### config.mk
export PLATFORM = sky130hd
export DESIGN_NAME = vrelu_stage
export DESIGN_NICKNAME = d
export VERILOG_FILES = /design/src/rtl/ml_pkg.sv /design/src/rtl/vrelu_lane.sv /design/src/rtl/vrelu_stage.sv
export SDC_FILE = /design/constraint.sdc
export NUM_CORES = 1
export LEC_CHECK = 0
export CAP_MARGIN = 10
export CORE_ASPECT_RATIO = 1.5
export CORE_MARGIN = 3
export CORE_UTILIZATION = 59
export DETAILED_ROUTE_END_ITERATION = 12
export DONT_BUFFER_PORTS = 1
export PLACE_DENSITY = 0.75
export SLEW_MARGIN = 20
export SYNTH_ARGS = -nofsm -noshare
export SYNTH_HDL_FRONTEND = slang
export SYNTH_SLANG_ARGS = --single-unit
### constraint.sdc
create_clock -name clk_in -period 1.9 [get_ports clk_in]
set_input_delay 0.38 -clock clk_in [delete_from_list [all_inputs] [get_ports clk_in]]
set_output_delay 0.38 -clock clk_in [all_outputs]
set_load 0.05 [all_outputs]
### src/rtl/ml_pkg.sv
// Shared definitions for the MLInference vector stages.
// Holds the vrelu_stage state encoding, the chunk-count helper used by the
// chunked stages, and the scalar shift-then-ReLU used by each lane.
package ml_pkg;

  typedef enum logic [2:0] {
    IDLE,
    READ,
    WAIT,
    WRITE,
    DONE
  } vrelu_state_t;

  // Widest element the scalar helper handles; lanes sign-extend into this.
  localparam int unsigned ReluMaxBits = 64;

  // Number of chunks needed to cover a vector (ceiling division).
  function automatic int unsigned ceil_div(input int unsigned num,
                                           input int unsigned den);
    return (num + den - 1) / den;
  endfunction

  // Arithmetic right shift followed by clamp of negatives to zero.
  function automatic logic signed [ReluMaxBits-1:0] relu_shift(
      input logic signed [ReluMaxBits-1:0] x, input int sh);
    logic signed [ReluMaxBits-1:0] y;
    y = x >>> sh;
    return (y < 0) ? '0 : y;
  endfunction

endpackage

### src/rtl/vrelu_lane.sv
// Single combinational ReLU/requantise lane.
// Ports:
//   in_i   : signed element from the input chunk
//   mask_i : 1 = lane carries a real element, 0 = padding lane (forced to 0)
//   out_o  : max(0, in_i >>> Shift), or 0 when masked
module vrelu_lane
  import ml_pkg::*;
#(
  parameter int unsigned NBits = 8,
  parameter int unsigned Shift = 0
) (
  input  logic [NBits-1:0] in_i,
  input  logic             mask_i,
  output logic [NBits-1:0] out_o
);

  logic signed [ReluMaxBits-1:0] x_ext;

  // Sign-extend so the shared helper sees the true signed value.
  assign x_ext = {{(ReluMaxBits - NBits){in_i[NBits-1]}}, in_i};

  // A non-negative shifted value never exceeds the input range, so truncation is exact.
  assign out_o = mask_i ? NBits'(relu_shift(x_ext, int'(Shift))) : '0;

endmodule

### src/rtl/vrelu_stage.sv
// Vector ReLU/requantise stage: reads a vector chunk by chunk from the
// upstream fifo, applies max(0, x >>> Shift) per element and writes each
// result chunk to the downstream fifo.
// Ports:
//   clk_in, rst_in    : clock, synchronous active-low reset
//   in_data_ready     : upstream holds a full vector (level or pulse)
//   in_data           : upstream chunk, valid one cycle after req_chunk_in
//   req_chunk_in      : one-cycle read strobe to upstream fifo
//   write_out_data    : result chunk to downstream fifo
//   req_chunk_out     : one-cycle write strobe to downstream fifo
//   out_vector_valid  : one-cycle pulse after the last chunk is written
//   busy              : high whenever the FSM is not idle
module vrelu_stage
  import ml_pkg::*;
#(
  parameter int unsigned InVecLength = 5,
  parameter int unsigned WorkingRegs = 5,
  parameter int unsigned NBits       = 8,
  parameter int unsigned Shift       = 0
) (
  input  logic                                clk_in,
  input  logic                                rst_in,
  input  logic                                in_data_ready,
  input  logic [WorkingRegs-1:0][NBits-1:0]   in_data,
  output logic                                req_chunk_in,
  output logic [WorkingRegs-1:0][NBits-1:0]   write_out_data,
  output logic                                req_chunk_out,
  output logic                                out_vector_valid,
  output logic                                busy
);

  localparam int unsigned NChunks = ceil_div(InVecLength, WorkingRegs);
  localparam int unsigned CntW    = $clog2(NChunks) + 1;
  localparam int unsigned Rem     = InVecLength % WorkingRegs;
  localparam logic [CntW-1:0] LastChunk = CntW'(NChunks - 1);

  vrelu_state_t                        state_q;
  logic [CntW-1:0]                     cnt_q;
  logic                                pending_q;
  logic                                last_chunk;
  logic [WorkingRegs-1:0]              lane_mask;
  logic [WorkingRegs-1:0][NBits-1:0]   lane_res;

  assign last_chunk = (cnt_q == LastChunk);

  // Lanes past the remainder in the final chunk are padding and forced to 0.
  for (genvar gi = 0; gi < int'(WorkingRegs); gi++) begin : g_lane
    assign lane_mask[gi] = (Rem == 0) || !last_chunk || (gi < int'(Rem));

    vrelu_lane #(
      .NBits(NBits),
      .Shift(Shift)
    ) u_lane (
      .in_i  (in_data[gi]),
      .mask_i(lane_mask[gi]),
      .out_o (lane_res[gi])
    );
  end

  // Chunk sequencer; strobes are set on the transition into their state.
  always_ff @(posedge clk_in) begin
    if (!rst_in) begin
      state_q          <= IDLE;
      cnt_q            <= '0;
      pending_q        <= 1'b0;
      req_chunk_in     <= 1'b0;
      req_chunk_out    <= 1'b0;
      out_vector_valid <= 1'b0;
      busy             <= 1'b0;
      write_out_data   <= '0;
    end else begin
      req_chunk_in     <= 1'b0;
      req_chunk_out    <= 1'b0;
      out_vector_valid <= 1'b0;

      // A request arriving while a vector is in flight is remembered once.
      if (in_data_ready && (state_q != IDLE)) begin
        pending_q <= 1'b1;
      end

      case (state_q)
        IDLE: begin
          if (in_data_ready || pending_q) begin
            state_q      <= READ;
            pending_q    <= 1'b0;
            req_chunk_in <= 1'b1;
            busy         <= 1'b1;
          end
        end
        READ: begin
          state_q <= WAIT;
        end
        WAIT: begin
          write_out_data <= lane_res;
          req_chunk_out  <= 1'b1;
          state_q        <= WRITE;
        end
        WRITE: begin
          if (last_chunk) begin
            cnt_q            <= '0;
            out_vector_valid <= 1'b1;
            state_q          <= DONE;
          end else begin
            cnt_q        <= cnt_q + CntW'(1);
            req_chunk_in <= 1'b1;
            state_q      <= READ;
          end
        end
        DONE: begin
          busy    <= 1'b0;
          state_q <= IDLE;
        end
        default: begin
          busy    <= 1'b0;
          state_q <= IDLE;
        end
      endcase
    end
  end

endmodule

==> results.py <==
metrics = {
    "place": {
        "gp_congestion": 0.663,
        "dpl_worst_slack_ns": 0.406,
        "port_buffers": 0,
        "detailed_place_hpwl_um": 2330,
        "dp_cells": 198,
        "placed_cell_area_mm2": 0.00155,
    },
    "flow_run": {
        "maxCapViolCount": 0,
    },
    "route": {
        "finalWirelength_um": 3110,
        "ant_nets": 0,
        "viasPerCell": 5.59,
        "drtPass1Iterations": 4,
        "post-route-drc-count": 0,
        "wl_per_cell_um": 15.1,
        "vias": 1151,
        "drt_first_iter_violations": 18,
    },
    "pwr": {
        "switching_share": 0.321,
        "p_comb_frac": 0.090,
        "seq_power_share": 0.670,
        "ir_worst_vdd_v": 0.000856,
        "clock_power_share": 0.240,
        "p_leak_nw": 0.590,
        "p_per_area_mw_per_mm2": 1060,
        "p_int_mw": 1.15,
        "power.switching_mw": 0.543,
    },
    "layout": {
        "design_area_mm2": 0.00160,
        "final_cell_mix": "dfxtp_1 (43), nand2_1 (26), nand3_1 (26)",
        "diodes": 0,
        "nets": 212,
        "areaGrowthSynthToFinish_pct": 1.11,
        "final_cells": 206,
        "fillers": 221,
        "final_common_cell": "dfxtp_1",
        "drive_gt1_frac": 0.0529,
    },
    "critical_path": {
        "cp_max_fo": 38,
        "r2r-start": "state_q[1]",
        "path_class": "reg -> reg",
        "r2r_cells": 3,
        "start_kind": "flop",
        "cpMaxStageDelayCell": "dfxtp_1",
        "required_ns": 2.16,
        "rrSetupSlack_ns": 0.37,
        "crit_path_end_kind": "flop",
        "crit_buf_inv": 1,
        "crit_chain": "or3b_1, buf_4, o31ai_1",
        "r2r-end": "write_out_data[21]",
        "crit_arrival_ns": 1.79,
        "cp_top_family": "flip-flops",
        "slowest_delay_ns": 0.50,
    },
    "sta": {
        "hold_violations": 0,
        "finalMaxSlewViolations": 0,
        "fin_tns_setup_ns": 0,
        "fmax_ghz": 0.656,
        "tightest_slew_ns": 0.530,
        "setup_ws_ns": 0.375,
        "setup_viol": 0,
        "max-slew-margin-rel": 0.646,
        "finalCriticalPeriod_ns": 1.53,
        "clock_skew_ns": 0.00900,
        "rsz0062_at_grt": "no",
        "holdWs_ns": 0.118,
        "finalCritPeriodShare": 0.803,
    },
    "floorplanning": {
        "io_pins": 87,
        "rows": 22,
        "die_height_um": 69.4,
        "die_w_um": 48.3,
        "core_mm2": 0.00250,
        "initial_core_util": 0.631,
        "dieArea_mm2": 0.00335,
    },
    "global_route": {
        "antenna_found_initial": 0,
        "grt_max_degree": 41,
        "grt_pass1_vias": 1023,
        "grt_pass1_wl_um": 4660,
        "grtUsageTotal": 0.196,
        "grt_overflow": 0,
    },
    "synthesis": {
        "synth_async_sr_flop_share": 0,
        "synth_compound_area_frac": 0.147,
        "synth_edf_count": 0,
        "synth_top_family_by_area": "simple AND/OR/NAND/NOR gates",
        "ys_seq_elements": 43,
        "synth_cell_types": 26,
        "synth_mux_area_frac": 0,
        "synth_ff_type": "dfxtp_1",
        "synthSimpleGateAreaFrac": 0.225,
        "synth-xor-area-share": 0.00554,
        "synth_fa_ha_area_frac": 0,
        "yosysWarnings": 0,
        "syn_area_mm2": 0.00158,
        "synthCells": 174,
        "avgSynthCellArea_um2": 9.08,
        "ys_seq_area_frac": 0.545,
    },
    "status": {
        "status": "finished clean",
    },
    "cts": {
        "ctsHoldBuffers": 0,
        "path_clk_slew_ns": 0.11,
        "cts_tree": "done",
        "clockBufferDepth": 2,
        "cts_max_level": 2,
        "numCtsBuffers": 5,
        "post_cts_buffers": 0,
        "clock_sinks": 43,
        "root_buffer": "clkbuf_4",
        "cts-resized-gates": 0,
        "clk_latency_ns": 0.34,
    },
    "hold_path": {
        "hold_class": "in -> reg",
        "hold_path_depth": 1,
        "min_from": "in_data[15]",
        "worstHoldEndpoint": "write_out_data[8]",
    },
}
==> layout make-up <==
| type | count | area (µm²) | share of cell area |
|---|---|---|---|
| multi-input cells | 114 | 616 | 0.385 |
| flip-flops and latches | 43 | 861 | 0.539 |
| inverters | 3 | 11.3 | 0.00705 |
| clock buffers | 7 | 45.0 | 0.0282 |
| well taps | 36 | 45.0 | 0.0282 |
| clock inverters | 1 | 5.00 | 0.00313 |
| repair buffers | 2 | 15.0 | 0.00940 |
==> cell usage after synthesis (all sizes together), types with 2 or more instances <==
library cell	number	area, µm²
nor3	4	20.0
o31ai	5	37.5
nand3	26	130
clkbuf	5	18.8
a22o	6	52.6
a32o	3	30.0
nand2	26	97.6
inv	3	11.3
nor2	2	7.51
buf	13	88.8
and3	2	12.5
o21ai	21	105
nor2b	6	37.5
dfxtp	43	861
==> worst max path at each step <==
stage	start	to	cells after the start
floorplan	state_q[0]	write_out_data[14]	6
global placement	state_q[1]	write_out_data[2]	3
detailed placement	state_q[1]	write_out_data[37]	4
CTS	state_q[1]	write_out_data[37]	4
global route	state_q[1]	write_out_data[29]	3
finish	state_q[1]	write_out_data[21]	3
==> cell families after synthesis <==
group,Yosys count
simple gates,72
flops,43
compound gates,36
buf+inv,21
xor+xnor,1
other cells,1
==> routing by layer <==
layer	track usage	wire, µm	part of all wire	vias to the layer above
met4	0.0808	59	0.019	0
met5	0	0	0	-
met3	0.117	363	0.12	6
li1	-	-	-	578
met2	0.301	1590	0.51	60
met1	0.208	1100	0.35	507
==> metrics by stage <==
step,util,power [mW]
finish,0.638,1.69
detailed placement,0.618,1.31
floorplan,-,1.31
global placement,0.618,1.30
CTS,0.638,1.71
global route,0.638,1.79
==> flip-flops by register name, summed over array words and instances, names as in the netlist <==
signal	flops
write_out_data	35
req_chunk_in	1
state_q	3
out_vector_valid	1
req_chunk_out	1
busy	1
pending_q	1
==> power by group through the flow <==
stage               combinational (mW)  clock [mW]  sequential, mW
floorplan                        0.174           0            1.13
global placement                 0.148           0            1.15
detailed placement               0.155           0            1.15
CTS                              0.155       0.425            1.13
global route                     0.174       0.475            1.14
finish                           0.152       0.406            1.13
Note: power is estimated with default switching activity, not from simulation.
